==> config.mk <==
export PLATFORM = sky130hd
export DESIGN_NAME = dmem_access_ctrl
export DESIGN_NICKNAME = d
export VERILOG_FILES = /design/src/rtl/dmem_access_ctrl.sv
export SDC_FILE = /design/constraint.sdc
export NUM_CORES = 1
export LEC_CHECK = 0
export CAP_MARGIN = 20
export CORE_MARGIN = 1.5
export CORE_UTILIZATION = 25
export DETAILED_ROUTE_END_ITERATION = 8
export SYNTH_ARGS = -nofsm -noshare
export SYNTH_HDL_FRONTEND = slang
export SYNTH_SLANG_ARGS = --single-unit
==> constraint.sdc <==
create_clock -name clk -period 1.9 [get_ports clk]
set_input_delay 0.38 -clock clk [delete_from_list [all_inputs] [get_ports clk]]
set_output_delay 0.38 -clock clk [all_outputs]
set_load 0.01 [all_outputs]
==> src/rtl/dmem_access_ctrl.sv <==
// Memory-stage sequencer: runs one req/ack data-memory access per load/store,
// holds the pipeline while it is outstanding and bounds the wait with a timeout.
module dmem_access_ctrl #(
    parameter int unsigned TIMEOUT = 64,
    parameter int unsigned ADDR_W  = 32,
    parameter int unsigned DATA_W  = 32
) (
    input  logic              clk,
    input  logic              reset_n,
    input  logic              MemtoRegM,
    input  logic              MemWriteM,
    input  logic [ADDR_W-1:0] ALUResultM,
    input  logic [DATA_W-1:0] WriteDataM,
    output logic              mem_req,
    output logic              mem_we,
    output logic [ADDR_W-1:0] mem_addr,
    output logic [DATA_W-1:0] mem_wdata,
    input  logic              mem_ack,
    input  logic [DATA_W-1:0] mem_rdata,
    output logic              StallMem,
    output logic              FlushW,
    output logic [DATA_W-1:0] ReadDataM,
    output logic              MemFault
);

    localparam int unsigned CNT_W = $clog2(TIMEOUT + 1);
    localparam logic [CNT_W-1:0] CNT_LAST = CNT_W'(TIMEOUT - 1);

    typedef enum logic [1:0] {
        S_IDLE,
        S_WAIT,
        S_DONE
    } state_t;

    state_t           state;
    logic [CNT_W-1:0] wait_cnt;
    logic             fault;
    logic             mem_access;

    assign mem_access = MemtoRegM | MemWriteM;

    // Access sequencer; mem_we doubles as the load/store tag of the access in flight.
    always_ff @(posedge clk or negedge reset_n) begin
        if (!reset_n) begin
            state     <= S_IDLE;
            mem_req   <= 1'b0;
            mem_we    <= 1'b0;
            mem_addr  <= '0;
            mem_wdata <= '0;
            ReadDataM <= '0;
            wait_cnt  <= '0;
            fault     <= 1'b0;
        end else begin
            unique case (state)
                S_IDLE: begin
                    if (mem_access) begin
                        mem_addr  <= ALUResultM;
                        mem_wdata <= WriteDataM;
                        mem_we    <= MemWriteM;
                        mem_req   <= 1'b1;
                        wait_cnt  <= '0;
                        state     <= S_WAIT;
                    end
                end
                S_WAIT: begin
                    wait_cnt <= wait_cnt + CNT_W'(1);
                    // Ack takes priority over a timeout landing in the same cycle.
                    if (mem_ack) begin
                        if (!mem_we) begin
                            ReadDataM <= mem_rdata;
                        end
                        mem_req <= 1'b0;
                        state   <= S_DONE;
                    end else if (wait_cnt == CNT_LAST) begin
                        if (!mem_we) begin
                            ReadDataM <= '0;
                        end
                        mem_req <= 1'b0;
                        fault   <= 1'b1;
                        state   <= S_DONE;
                    end
                end
                S_DONE: begin
                    // Same instruction is still in M, so MemAccess is not looked at here.
                    fault <= 1'b0;
                    state <= S_IDLE;
                end
                default: begin
                    state <= S_IDLE;
                end
            endcase
        end
    end

    // Stall: live in IDLE so the access cycle itself is held, forced in WAIT, released in DONE.
    always_comb begin
        StallMem = 1'b0;
        unique case (state)
            S_IDLE:  StallMem = mem_access;
            S_WAIT:  StallMem = 1'b1;
            S_DONE:  StallMem = 1'b0;
            default: StallMem = 1'b0;
        endcase
    end

    assign FlushW   = StallMem;
    assign MemFault = fault;

endmodule

==> metrics <==
status finished clean; # diodes 0; Setup-failing EPs final 0; Yosys reg bits 108; Max Cap Viol 0; Die Span X approximately 140 um; mapped cell area 4490 um^2; max-slew violation count 0; relative slew slack a little over two thirds; dpl hpwl 8.41 mm; PD cells 1520 nW/um^2; hold_sp wait_cnt[5]$_DFFE_PN0P_; fmax 563 MHz; H-Tree Level Count 3; Synth Area in Compound Gates between 10 and 15%; die height 137 um; gp weighted congestion 0.722; Synthesis Warnings 0; DRT Wirelength 11.6 mm; RR Startpoint state[0]$_DFFE_PN0P_; Adder-Cell Fraction of Synth Area 0.279%; CTS tree built; row cnt 48; crit-path cells or2_4 -> o21ai_1 -> buf_4 -> buf_2; Register-to-Register Setup Slack 0.19 ns; CTS Buf Count 9; Leakage Power 0.00285 uW; via density per instance approximately 4.5; final hold slack 0.474 ns; Final Cell Area 7080 um^2; Critical Path AT 1.40 ns; top cell family by delay on the critical path flip-flops; CP bufs+invs 2; routed wire length per instance 15.0 um; largest family of logic cells by synthesized area multiplexers; ANT nets after route 0; area of the core around 17000 um^2; maximum fanout along the worst path 3; clock skew 0.0127 ns; CTS clk-pin slew, worst paths 0.07 ns; Nets roughly 650; total number of vias between 3000 and 4000; clk sinks 108; Least-Margin Pin Slew between 0.4 and 0.5 ns; setup TNS 0 ns; Layout area overhead 57.7%; mux cell area share after synthesis 16.7%; area share of and/or/nand/nor cells after synthesis between 7 and 8%; Initial DRC Count between 100 and 150; Synthesized Nets 438; critical path capture point type primary output; Core Util, Final just over 40%; total power around 11000 uW; GR Overflow Total 0; Placed Area 6820 um^2; share of post-route cells with drive strength above 1 14.8%; Final Hold Vio Count 0; Clock Path Buffers 2; slowest CP cell dfrtp_1; Worst Hold Class reg -> reg; first-pass GRT wire length about 18 mm; Period minus WS final about 1.8 ns; vias in the first global route approximately 3700; drt first pass iters 4; xor and xnor area share after synthesis 0%; remaining routing DRC violations 0; largest net degree at the start of global routing 46; Starting Density 25.8%; postcts setup bufs 0; Critical Path RT 1.52 ns; Crit Path Class reg -> out; die area 18800 um^2; Clk Latency, worst-skew pair 0.35 ns; RSZ-0062 raised after global routing false; global-route usage over all layers 12.5%; initial antenna violation count 0; Largest stage delay, worst path 0.39 ns; crit share post-route between 90% and 100%; Buffers on Ports 201; Synth Instances approximately 340; clock root buffer clkbuf_16; sequential fraction of the synthesis area 60.2%; Worst Setup SP state[0]$_DFFE_PN0P_; Worst setup SP type register; Synth cell types 35; syn avg cell area 13.4 um^2; IO Pins 202; peak supply drop 0.659 mV
[layout make-up]
class	instances	area, um^2
fill	1656	10300
multi-input combinational	203	1620
clock inverter	5	28.8
sequential	108	2700
inverter	2	7.51
clock buffer	10	239
tap	225	282
timing repair buffer	221	2200
[layer usage]
layer  vias to the layer above  part of all wire (%)  routed length (um)  GRT usage [%]
met5                         -                     0                   0              0
met4                         0                   1.7                 196           5.20
met3                        12                   8.3                 962           3.74
met2                       140                    47                5450           20.6
met1                      1707                    43                4970           15.2
li1                       1618                     -                   -              -
[repair_timing]
action | CTS | global route
hold endpoints to repair | 27 | 0
setup endpoints to repair | 2 | 2
hold buffers | 1 | 0
gates resized for setup | 7 | 2
[worst reg2reg max path, delay by kind of cell, from the launching register on]
kind          cells  cell delay [ns]
mux               1             0.39
flops             1             0.39
buf+inv           2             0.38
simple gates      2             0.41
[Yosys cell counts]
| library cell | n | area, um^2 |
|---|---|---|
| or2_4 | 1 | 8.76 |
| o31ai_1 | 1 | 7.51 |
| o211ai_1 | 1 | 7.51 |
| a22oi_1 | 32 | 240 |
| o21a_1 | 2 | 15.0 |
| buf_6 | 5 | 56.3 |
| or4_1 | 1 | 7.51 |
| o21ai_0 | 7 | 35.0 |
| inv_1 | 2 | 7.51 |
| a31o_2 | 1 | 8.76 |
| dfrtp_1 | 108 | 2700 |
| a21oi_1 | 3 | 15.0 |
| o21ai_1 | 30 | 150 |
| buf_2 | 3 | 15.0 |
| nor2b_1 | 1 | 6.26 |
| buf_4 | 7 | 52.6 |
| o221ai_1 | 1 | 8.76 |
| or3b_1 | 1 | 8.76 |
| nand2_1 | 6 | 22.5 |
| and3_1 | 1 | 6.26 |
| buf_8 | 2 | 30.0 |
| nand2b_1 | 34 | 213 |
| or2_2 | 1 | 6.26 |
| nor2_1 | 2 | 7.51 |
| mux2i_1 | 2 | 20.0 |
| nand3b_1 | 1 | 7.51 |
| or3_1 | 3 | 18.8 |
| nand4_1 | 2 | 12.5 |
| ha_1 | 1 | 12.5 |
| mux2_1 | 27 | 304 |
| mux2_2 | 38 | 428 |
| nor4bb_1 | 1 | 10.0 |
| nor2_4 | 1 | 11.3 |
| nand3_1 | 1 | 5.00 |
| clkbuf_1 | 6 | 22.5 |
[cell usage in the layout, fill, tap and decap left out, types with 2 or more instances in the layout]
master           count
clkbuf_16            9
o21ai_0              6
mux2i_1              2
buf_4               16
or3_1                3
buf_12               4
o21ai_1             31
nand2b_1            34
a21oi_1              3
clkinv_2             4
nand4_1              2
mux2_2              38
mux2_1              27
a22oi_1             32
buf_2                2
dfrtp_1            108
inv_1                2
o21a_1               2
clkdlybuf4s50_1    198
nand2_1              6
[per-stage QoR]
step,cells,setup slack (ns)
after floorplan,336,0.114
after global placement,758,-0.296
after detailed placement,758,-0.242
after CTS,774,0.00115
after global routing,774,0.0510
final,774,0.123
[where the power goes]
part           switching [uW]  total, uW  internal [uW]
clock                     821       1730            912
combinational            2000       5110           3110
sequential                596       3910           3310
total                    3420      10800           7330
[flip-flops by register name, summed over array words and instances (netlist names)]
signal and cells:
state 2, mem_we 1, mem_req 1, mem_addr 32, mem_wdata 32, MemFault 1, wait_cnt 7, ReadDataM 32
[worst paths after layout]
check	to	cells after the start
worst max-delay path	FlushW	4
max in group asynchronous	mem_wdata[10]$_DFFE_PN0P_	3
worst max register to register	mem_wdata[12]$_DFFE_PN0P_	5
worst min-delay path	wait_cnt[5]$_DFFE_PN0P_	1
min in group asynchronous	ReadDataM[17]$_DFFE_PN0P_	2
worst min register to register	wait_cnt[5]$_DFFE_PN0P_	1
[cells by family after synthesis]
| kind of cell | count (synthesis) |
|---|---|
| and+or+nand+nor | 57 |
| DFF | 108 |
| muxes | 67 |
| adders and majority gates | 1 |
| AOI/OAI and AO/OA | 78 |
| buffers and inverters | 25 |
Note: power is estimated with default switching activity, not from simulation.
